**src/rtl/clk_div_pkg.sv**
```systemverilog
`default_nettype none
// ============================================================================
// Module      : clk_div_pkg
// Description : Shared constants and helpers for the programmable clock
//               divider: idle/bypass divisor codes and phase split helpers.
// Revision    : 1.0 - initial release
// ============================================================================
package clk_div_pkg;

    // Width used by the helper functions; callers cast to their own width.
    localparam int unsigned FN_WIDTH   = 32;

    // Divisor 0 parks the divider; divisor 1 passes every enabled edge.
    localparam int unsigned DIV_IDLE   = 0;
    localparam int unsigned DIV_BYPASS = 1;

    // Number of high cycles in one period of divisor n.
    function automatic logic [FN_WIDTH-1:0] hi_len(input logic [FN_WIDTH-1:0] n);
        return n >> 1;
    endfunction

    // Counter value at or above which clk_out is high (n - floor(n/2)).
    function automatic logic [FN_WIDTH-1:0] clk_thresh(input logic [FN_WIDTH-1:0] n);
        return n - hi_len(n);
    endfunction

endpackage
`default_nettype wire

```
**src/rtl/div_phase_counter.sv**
```systemverilog
`default_nettype none
// ============================================================================
// Module      : div_phase_counter
// Description : Loadable down-counter tracking the position inside one
//               divider period, with a zero flag marking the period end.
// Revision    : 1.0 - initial release
// ============================================================================
module div_phase_counter
    import clk_div_pkg::*;
#(
    parameter int unsigned CNT_WIDTH = 16
) (
    input  logic                 clk_in,
    input  logic                 rst,
    input  logic                 en,
    input  logic                 load,
    input  logic [CNT_WIDTH-1:0] load_val,
    output logic [CNT_WIDTH-1:0] cnt,
    output logic                 zero
);

    logic [CNT_WIDTH-1:0] r_cnt_q;
    logic [CNT_WIDTH-1:0] w_cnt_d;

    // Next count: reload at a period start, otherwise step down while enabled.
    always_comb begin
        w_cnt_d = r_cnt_q;
        if (en) begin
            if (load) begin
                w_cnt_d = load_val;
            end else begin
                w_cnt_d = r_cnt_q - CNT_WIDTH'(1);
            end
        end
    end

    // Count register.
    always_ff @(posedge clk_in) begin
        if (rst) begin
            r_cnt_q <= '0;
        end else begin
            r_cnt_q <= w_cnt_d;
        end
    end

    assign cnt  = r_cnt_q;
    assign zero = (r_cnt_q == '0);

endmodule
`default_nettype wire

```
**src/rtl/prog_clock_divider.sv**
```systemverilog
`default_nettype none
// ============================================================================
// Module      : prog_clock_divider
// Description : Runtime-programmable integer clock divider. Produces a
//               registered divided clock and a period-start tick; new
//               divisors are staged and applied only at a period boundary.
// Revision    : 1.0 - initial release
// ============================================================================
module prog_clock_divider
    import clk_div_pkg::*;
#(
    parameter int unsigned CNT_WIDTH   = 16,  // at most FN_WIDTH
    parameter int unsigned DEFAULT_DIV = 2
) (
    input  logic                 clk_in,
    input  logic                 rst,
    input  logic                 en,
    input  logic [CNT_WIDTH-1:0] div_in,
    input  logic                 div_load,
    input  logic                 sync,
    output logic                 clk_out,
    output logic                 tick,
    output logic                 div_ack,
    output logic                 pending,
    output logic [CNT_WIDTH-1:0] cur_div
);

    // Registered state
    logic [CNT_WIDTH-1:0] r_cur_div_q;
    logic [CNT_WIDTH-1:0] r_pend_val_q;
    logic                 r_pending_q;
    logic                 r_clk_out_q;
    logic                 r_tick_q;
    logic                 r_div_ack_q;

    // Next-state values
    logic [CNT_WIDTH-1:0] w_cur_div_d;
    logic [CNT_WIDTH-1:0] w_pend_val_d;
    logic                 w_pending_d;
    logic                 w_clk_out_d;
    logic                 w_tick_d;
    logic                 w_div_ack_d;

    // Period control
    logic [CNT_WIDTH-1:0] w_cnt;
    logic                 w_cnt_zero;
    logic [CNT_WIDTH-1:0] w_cnt_dec;
    logic [CNT_WIDTH-1:0] w_thresh;
    logic [CNT_WIDTH-1:0] w_n_eff;
    logic [CNT_WIDTH-1:0] w_load_val;
    logic                 w_idle;
    logic                 w_start;
    logic                 w_apply;
    logic                 w_cnt_load;

    assign w_idle     = (r_cur_div_q == CNT_WIDTH'(DIV_IDLE));
    assign w_cnt_dec  = w_cnt - CNT_WIDTH'(1);
    assign w_thresh   = CNT_WIDTH'(clk_thresh(FN_WIDTH'(r_cur_div_q)));

    // Decide whether this edge starts a period and whether the staged divisor
    // takes over. A load on the same edge wins, so nothing is applied then.
    always_comb begin
        w_start = 1'b0;
        w_apply = 1'b0;
        if (en) begin
            if (w_idle) begin
                // Leaving idle: the staged value acts as its own start edge.
                w_apply = r_pending_q & ~div_load;
                w_start = w_apply;
            end else begin
                w_start = w_cnt_zero | sync;
                w_apply = w_start & r_pending_q & ~div_load;
            end
        end
        w_n_eff    = w_apply ? r_pend_val_q : r_cur_div_q;
        // Divisors 0 and 1 keep the counter parked at zero.
        w_load_val = (w_n_eff <= CNT_WIDTH'(DIV_BYPASS)) ? '0 : (w_n_eff - CNT_WIDTH'(1));
        w_cnt_load = w_start | w_idle;
    end

    // Next values of the output, divisor and staging registers.
    always_comb begin
        w_clk_out_d  = r_clk_out_q;
        w_tick_d     = 1'b0;
        w_div_ack_d  = 1'b0;
        w_cur_div_d  = w_apply ? r_pend_val_q : r_cur_div_q;
        w_pend_val_d = div_load ? div_in : r_pend_val_q;
        w_pending_d  = r_pending_q;
        if (div_load) begin
            w_pending_d = 1'b1;
        end else if (w_apply) begin
            w_pending_d = 1'b0;
        end
        if (en) begin
            w_div_ack_d = w_apply;
            if (w_start) begin
                w_clk_out_d = (w_n_eff != '0);
                w_tick_d    = (w_n_eff != '0);
            end else if (w_idle) begin
                w_clk_out_d = 1'b0;
            end else begin
                w_clk_out_d = (w_cnt_dec >= w_thresh);
            end
        end
    end

    // Output and divisor registers.
    always_ff @(posedge clk_in) begin
        if (rst) begin
            r_cur_div_q  <= CNT_WIDTH'(DEFAULT_DIV);
            r_pend_val_q <= '0;
            r_pending_q  <= 1'b0;
            r_clk_out_q  <= 1'b0;
            r_tick_q     <= 1'b0;
            r_div_ack_q  <= 1'b0;
        end else begin
            r_cur_div_q  <= w_cur_div_d;
            r_pend_val_q <= w_pend_val_d;
            r_pending_q  <= w_pending_d;
            r_clk_out_q  <= w_clk_out_d;
            r_tick_q     <= w_tick_d;
            r_div_ack_q  <= w_div_ack_d;
        end
    end

    div_phase_counter #(
        .CNT_WIDTH (CNT_WIDTH)
    ) u_phase_cnt (
        .clk_in   (clk_in),
        .rst      (rst),
        .en       (en),
        .load     (w_cnt_load),
        .load_val (w_load_val),
        .cnt      (w_cnt),
        .zero     (w_cnt_zero)
    );

    assign clk_out = r_clk_out_q;
    assign tick    = r_tick_q;
    assign div_ack = r_div_ack_q;
    assign pending = r_pending_q;
    assign cur_div = r_cur_div_q;

endmodule
`default_nettype wire

```
**config.mk**
```make
export PLATFORM = sky130hd
export DESIGN_NAME = prog_clock_divider
export DESIGN_NICKNAME = d
export VERILOG_FILES = /design/src/rtl/clk_div_pkg.sv /design/src/rtl/div_phase_counter.sv /design/src/rtl/prog_clock_divider.sv
export SDC_FILE = /design/constraint.sdc
export NUM_CORES = 1
export LEC_CHECK = 0
export ABC_AREA = 1
export BUFFER_PORTS_ARGS = -buffer_cell sky130_fd_sc_hd__clkbuf_2
export CAP_MARGIN = 20
export CELL_PAD_IN_SITES_DETAIL_PLACEMENT = 1
export CELL_PAD_IN_SITES_GLOBAL_PLACEMENT = 1
export CORE_UTILIZATION = 43
export DETAILED_ROUTE_END_ITERATION = 16
export PLACE_DENSITY_LB_ADDON = 0.1
export SLEW_MARGIN = 40
export SYNTH_ARGS = -nofsm -noshare
export SYNTH_HDL_FRONTEND = slang
export SYNTH_SLANG_ARGS = --single-unit
```
**constraint.sdc**
```tcl
create_clock -name clk_in -period 3.3 [get_ports clk_in]
set_input_delay 0.66 -clock clk_in [delete_from_list [all_inputs] [get_ports clk_in]]
set_output_delay 0.66 -clock clk_in [all_outputs]
set_load 0.03 [all_outputs]
```
==> results of run 1 <==
report_power, final:
part	total [mW]	switching, mW	leakage, nW	internal, mW
clock	0.536	0.237	0.0642	0.299
sequential	0.697	0.0335	0.431	0.664
combinational	0.688	0.421	1.89	0.268
metrics by stage:
step	hold slack (ns)	instance area, um2	setup slack [ns]	setup TNS [ns]	utilization, %
2_1_floorplan	0.4295	4049	0.09034	0	-
3_3_place_gp	0.4568	4393	0.1398	0	47.77
3_5_place_dp	0.4561	4393	-0.08681	-0.08681	47.77
4_1_cts	0.4712	4553	0.0003357	0	49.51
5_1_grt	0.4926	4738	-0.1612	-0.1612	51.52
6_report	0.4744	4738	0.009672	0	51.52
cell usage after synthesis:
| library cell | instances |
|---|---|
| nand3_2 | 1 |
| o21a_1 | 1 |
| inv_4 | 1 |
| o21ai_4 | 1 |
| dfxtp_1 | 52 |
| o31ai_1 | 1 |
| buf_6 | 1 |
| a21oi_1 | 44 |
| inv_1 | 73 |
| inv_2 | 1 |
| and2_1 | 1 |
| o21ai_1 | 1 |
| nand3_1 | 38 |
| xnor2_1 | 10 |
| nand3_4 | 1 |
| nor3_4 | 1 |
| nor2_1 | 97 |
| nor3_1 | 7 |
| nor2_2 | 4 |
| o21bai_1 | 2 |
| or3b_2 | 1 |
| fa_1 | 1 |
| a21oi_2 | 1 |
| ha_1 | 42 |
| buf_1 | 1 |
| buf_2 | 2 |
| clkbuf_1 | 10 |
| o21ai_0 | 40 |
| nor2_4 | 4 |
| nand2_2 | 14 |
| nor4_1 | 2 |
| nand4_1 | 2 |
| nand2_1 | 127 |
| o211ai_1 | 2 |
| buf_4 | 2 |
| xor2_1 | 24 |
flip-flops by register name (all words and copies together), names as in the netlist:
| register | count |
|---|---|
| div_ack | 1 |
| tick | 1 |
| clk_out | 1 |
| r_pend_val_q | 16 |
| u_phase_cnt.cnt | 16 |
| pending | 1 |
| cur_div | 16 |
worst min-delay path: stages, from the launching register on:
cell	delay, ns
dfxtp_1	0.31
inv_1	0.06
a21oi_1	0.06
kinds of logic after synthesis:
group,after synthesis,share of synthesized area [%]
AOI/OAI and AO/OA,93,12.24
xor gates and xnor gates,34,7.355
adders and majority gates,43,13.47
buffers and inverters,91,8.931
DFF,52,25.71
and+or+nand+nor,300,32.29
final cells by class:
type | instances | area [um2] | area share [%]
tap | 111 | 138.9 | 2.931
clock buffer | 5 | 68.82 | 1.452
timing repair buffer | 60 | 350.3 | 7.394
inverter | 75 | 286.5 | 6.047
clock inverter | 2 | 60.06 | 1.267
sequential | 52 | 1057 | 22.31
multi-input combinational | 470 | 2776 | 58.60
path summary, 6_finish.rpt:
path | to | slack [ns]
worst min register to register | r_pend_val_q[0]$_SDFFE_PP0P_ | 0.47
worst min-delay path | r_pend_val_q[0]$_SDFFE_PP0P_ | 0.47
worst max register to register | clk_out$_SDFFE_PP0P_ | 0.01
worst max-delay path | clk_out$_SDFFE_PP0P_ | 0.01
layer usage:
metal | track usage (%) | share of wire [%]
met1 | 33.29 | 46
met2 | 44.92 | 49
met3 | 2.482 | 3.2
met4 | 6.085 | 1.9
met5 | 0 | 0
what timing repair did:
action / in CTS / in global routing
buffers inserted: 1 / 8
setup endpoints to repair: 1 / 1
pin swaps: 3 / 19
gates resized for setup: 12 / 31
==> run_results.csv, run 1 <==
group,metric,value,unit
worst_setup_path,cpMostUsedCell,"nand2_1",
sta,fin_crit_sh,99.71,%
worst_setup_path,critPathKind,"register to register",
clock_tree,clock-sinks,52,
sta,min_period,3.290,ns
global_route,grt_pass1_vias,4059,
worst_hold_path,worstHoldStart,"r_pend_val_q[0]$_SDFFE_PP0P_",
pwr,total_power,1.921,mW
clock_tree,cts_tree,"yes",
worst_setup_path,reg2reg_depth,25,
layout,layout_common_cells,"125 x nand2_1, 97 x nor2_1, 65 x inv_1",
routing,final_antenna_net_count,0,
routing,vias,4027,
sta,rsz0062_at_grt,"yes",
placement,dp_hpwl,9.421,mm
worst_setup_path,critPathMaxFanout,3,
placement,port_buffers,40,
sta,finalSetupViolCount,0,
worst_setup_path,required,3.57,ns
routing,route.detailed.drc,0,
global_route,grt_pass1_wl,19.71,mm
synthesis,synth.top_cell.area_share,25.71,%
synthesis,synth.ff_latch_count,52,
synthesis,yosysSeqAreaShare,25.71,%
routing,avgRoutedWirePerCell,16.54,um
clock_tree,cts_buffer_depth,2,
worst_setup_path,critPathBufInv,3,
synthesis,synth.distinct_cells,36,
sta,fin_skew,0.01199,ns
die,die_area,9808,um2
global_route,track_usage,25.44,%
die,io_pins,41,
routing,drtPass1Iterations,4,
die,initial_core_util,44.03,%
pwr,vdd_drop_max,0.0002190,V
synthesis,synthesis.instances,613,
die,die_w,99.04,um
pwr,p_leak,2.389,nW
worst_setup_path,critPathLaunchType,"register",
global_route,antenna_found_initial,0,
synthesis,syn_area_per_cell,6.605,um2
synthesis,netlist_area,4049,um2
layout,drive_gt1_share,20.03,%
sta,hold_viol,0,
layout,area_growth,17.03,%
placement,gp_congestion,0.8841,
layout,num-nets-final,728,
synthesis,synthTopCellsByArea,"dfxtp_1 26%, ha_1 13%, nand2_1 12%, nor2_1 9.0%, inv_1 6.8%",
worst_setup_path,startpoint,"cur_div[0]$_SDFF_PP0_",
clock_tree,root_buffer,"clkbuf_8",
layout,stdcell_count,775,
sta,tightest_slew,0.5881,ns
global_route,grt_overflow,0,
worst_setup_path,cp_top_family,"simple AND/OR/NAND/NOR gates",
worst_setup_path,critPathSlowestCell,"fa_2",
worst_hold_path,hold_class,"register to register",
clock_tree,hold_buffers,0,
routing,drt-total-wl,12.82,mm
clock_tree,clk_pin_slew,0.10,ns
layout,num-fill-cells,1247,
die,coreArea,9196,um2
die,die_h,99.04,um
worst_setup_path,end_kind,"register",
status,status,"finished, final reports clean",
clock_tree,cts_buffers,5,
synthesis,syn_nets,677,
sta,report.final.slew_viol_count,0,
worst_setup_path,worst-path-stages,25,
pwr,p_per_area,405.5,nW/um2
synthesis,yosys_warnings,0,
run,drv_cap,0,
layout,layout_commonest_cell,"nand2_1",
sta,fmax,303.9,MHz
layout,diodes,0,
die,rows,35,
sta,slew_headroom,60.43,%
global_route,grt_start_max_net_pins,33,
placement,dp_cells,759,
routing,drt_iter0_drc,131,
worst_hold_path,min_path_cells,2,
worst_setup_path,cpPeakStageDelay,0.40,ns
worst_setup_path,crit-reg2reg-launch,"cur_div[0]$_SDFF_PP0_",
clock_tree,insertion_delay,0.32,ns
routing,vias_per_cell,5.196,
synthesis,yosysTopAreaCell,"dfxtp_1",
clock_tree,h-tree-depth,2,
worst_setup_path,cp.arrival,3.56,ns
Power figures use the tool's default switching activity.
==> inputs of run 2 (changes only) <==
--- a/config.mk
+++ b/config.mk
@@ -12,7 +12,7 @@
 export CELL_PAD_IN_SITES_GLOBAL_PLACEMENT = 1
 export CORE_UTILIZATION = 43
 export DETAILED_ROUTE_END_ITERATION = 16
-export PLACE_DENSITY_LB_ADDON = 0.1
+export PLACE_DENSITY = 0.86
 export SLEW_MARGIN = 40
 export SYNTH_ARGS = -nofsm -noshare
 export SYNTH_HDL_FRONTEND = slang
==> run 2 against run 1 <==
- the run now ends with negative setup slack left
- global-route usage up 2.5 points
- setup slack got worse by 0.17 ns
- utilization is 0.87 points higher
- worst hold slack improved by 0.0078 ns
- non-clock buffer count rose by 3
- first-iteration DRC count rose by 63%
- via count is 11% higher
- clock power grew 4.1%
- combinational power grew 12%
- sequential cell count unchanged
- highest routed layer unchanged
==> run_results.csv, run 2 (synthesis results as in run 1) <==
group,metric,value,unit
status,status,"finished with violations",
status,violations,"negative setup slack",
sta,fmax,289.0,MHz
global_route,grt_pass1_wl,21.57,mm
run,drv_cap,0,
global_route,track_usage,27.98,%
sta,min_period,3.460,ns
layout,layout_commonest_cell,"nand2_1",
die,initial_core_util,44.03,%
clock_tree,hold_buffers,0,
pwr,p_per_area,421.4,nW/um2
clock_tree,root_buffer,"clkbuf_8",
worst_setup_path,end_kind,"register",
global_route,grt_pass1_vias,4445,
worst_setup_path,r2r-end,"clk_out$_SDFFE_PP0P_",
placement,dp_slack,-0.06972,ns
clock_tree,cts_buffers,5,
placement,place_area,4378,um2
worst_setup_path,critPathMaxFanout,4,
layout,area_growth,19.00,%
sta,finalSetupTns,-1.238,ns
layout,diodes,0,
sta,finalSetupViolCount,17,
worst_setup_path,reg2reg_depth,22,
routing,drt_iter0_drc,213,
layout,stdcell_count,778,
layout,final_util,52.39,%
clock_tree,clock-sinks,52,
layout,drive_gt1_share,21.59,%
sta,tightest_slew,0.5729,ns
clock_tree,clk_pin_slew,0.13,ns
worst_setup_path,cp.arrival,3.70,ns
worst_hold_path,whs_endpoint,"r_pend_val_q[0]$_SDFFE_PP0P_",
worst_setup_path,required,3.54,ns
sta,slew_headroom,61.81,%
worst_hold_path,hold_class,"register to register",
clock_tree,cts_buffer_depth,2,
layout,num-nets-final,731,
routing,avgRoutedWirePerCell,20.26,um
layout,num-fill-cells,1228,
die,coreArea,9196,um2
layout,layout_common_cells,"123 x nand2_1, 97 x nor2_1, 63 x inv_1",
global_route,grt_start_max_net_pins,33,
die,die_h,99.04,um
placement,dp_cells,757,
worst_hold_path,worstHoldStart,"r_pend_val_q[0]$_SDFFE_PP0P_",
sta,fin_crit_sh,104.9,%
sta,hold_ws,0.4822,ns
routing,vias,4462,
worst_setup_path,r2r_setup_slack,-0.16,ns
sta,rsz0062_at_grt,"yes",
routing,drtPass1Iterations,5,
pwr,vdd_drop_max,0.0001933,V
routing,final_antenna_net_count,0,
worst_setup_path,critPathLaunchType,"register",
routing,vias_per_cell,5.735,
sta,fin_skew,0.02352,ns
pwr,total_power,2.031,mW
clock_tree,cts_tree,"yes",
routing,drt-total-wl,15.77,mm
pwr,p_leak,2.417,nW
die,die_w,99.04,um
placement,dp_hpwl,9.709,mm
worst_hold_path,min_path_cells,2,
die,io_pins,41,
placement,port_buffers,40,
die,rows,35,
sta,hold_viol,0,
clock_tree,insertion_delay,0.34,ns
sta,timing.final.ws_setup,-0.1601,ns
routing,route.detailed.drc,0,
clock_tree,h-tree-depth,2,
die,die_area,9808,um2
global_route,grt_overflow,0,
sta,report.final.slew_viol_count,0,
global_route,antenna_found_initial,0,
layout,design_area,4818,um2
worst_setup_path,critPathKind,"register to register",
placement,gp_congestion,0.8996,
worst_setup_path,crit-reg2reg-launch,"cur_div[3]$_SDFF_PP0_",
==> run 2: changes by cell type in the layout (fill, tap and decap cells not counted), sizes merged <==
cell / previous run / this run
buf: 20 / 23
clkinvlp: 0 / 1
inv: 75 / 74
==> run 2: critical path, stage by stage (launching register included) <==
cell and delay (ns):
dfxtp_4 0.39, inv_1 0.19, ha_4 0.25, inv_4 0.07, a21oi_2 0.06, nand2_2 0.12, nand2_1 0.10, o211ai_1 0.18
nand2_1 0.14, a21oi_2 0.22, nand3_1 0.11, and2_4 0.17, o21ai_1 0.16, xor2_1 0.16, ha_1 0.27, a21oi_1 0.20
o21ai_1 0.11, a21oi_2 0.11, nand3_1 0.08, nand2_1 0.06, nand3_1 0.07, nand2_1 0.08, inv_1 0.04
==> run 2: area by class of cell <==
cell class | count | area [um2] | share of cell area [%]
multi-input cells | 470 | 2819 | 58.50
flip-flops and latches | 52 | 1061 | 22.02
repair buffers | 63 | 372.9 | 7.738
inverters | 75 | 297.8 | 6.180
well taps | 111 | 138.9 | 2.882
clock buffers | 5 | 68.82 | 1.428
clock inverters | 2 | 60.06 | 1.246
==> run 2: report_power, final <==
| part | internal [mW] | switching [mW] |
|---|---|---|
| Sequential | 0.663 | 0.0352 |
| Clock | 0.299 | 0.259 |
| Combinational | 0.285 | 0.489 |
==> run 2: repair_timing <==
item / CTS / global route
buffers inserted: 1 / 13
endpoints found under the hold margin: 0 / 0
resized for setup: 14 / 47
pin swaps: 3 / 26
setup endpoints to repair: 1 / 3
==> run 2: how the worst max path moves through the flow <==
stage | start | to | slack [ns] | depth (start not counted)
2_1_floorplan | cur_div[1]$_SDFF_PP1_ | clk_out$_SDFFE_PP0P_ | 0.09 | 24
3_3_place_gp | cur_div[2]$_SDFF_PP0_ | clk_out$_SDFFE_PP0P_ | 0.14 | 22
3_5_place_dp | cur_div[2]$_SDFF_PP0_ | clk_out$_SDFFE_PP0P_ | -0.07 | 23
4_1_cts | cur_div[0]$_SDFF_PP0_ | clk_out$_SDFFE_PP0P_ | 0.001 | 25
5_1_grt | cur_div[3]$_SDFF_PP0_ | clk_out$_SDFFE_PP0P_ | -0.26 | 23
6_report | cur_div[3]$_SDFF_PP0_ | clk_out$_SDFFE_PP0P_ | -0.16 | 22
==> run 2: routing by layer <==
| layer | track usage (%) | vias up | part of all wire (%) |
|---|---|---|---|
| li1 | - | 2060 | - |
| met1 | 32.37 | 2105 | 39 |
| met2 | 51.96 | 208 | 49 |
| met3 | 3.475 | 89 | 5.6 |
| met4 | 11.14 | 0 | 6.4 |
| met5 | 0 | - | 0 |
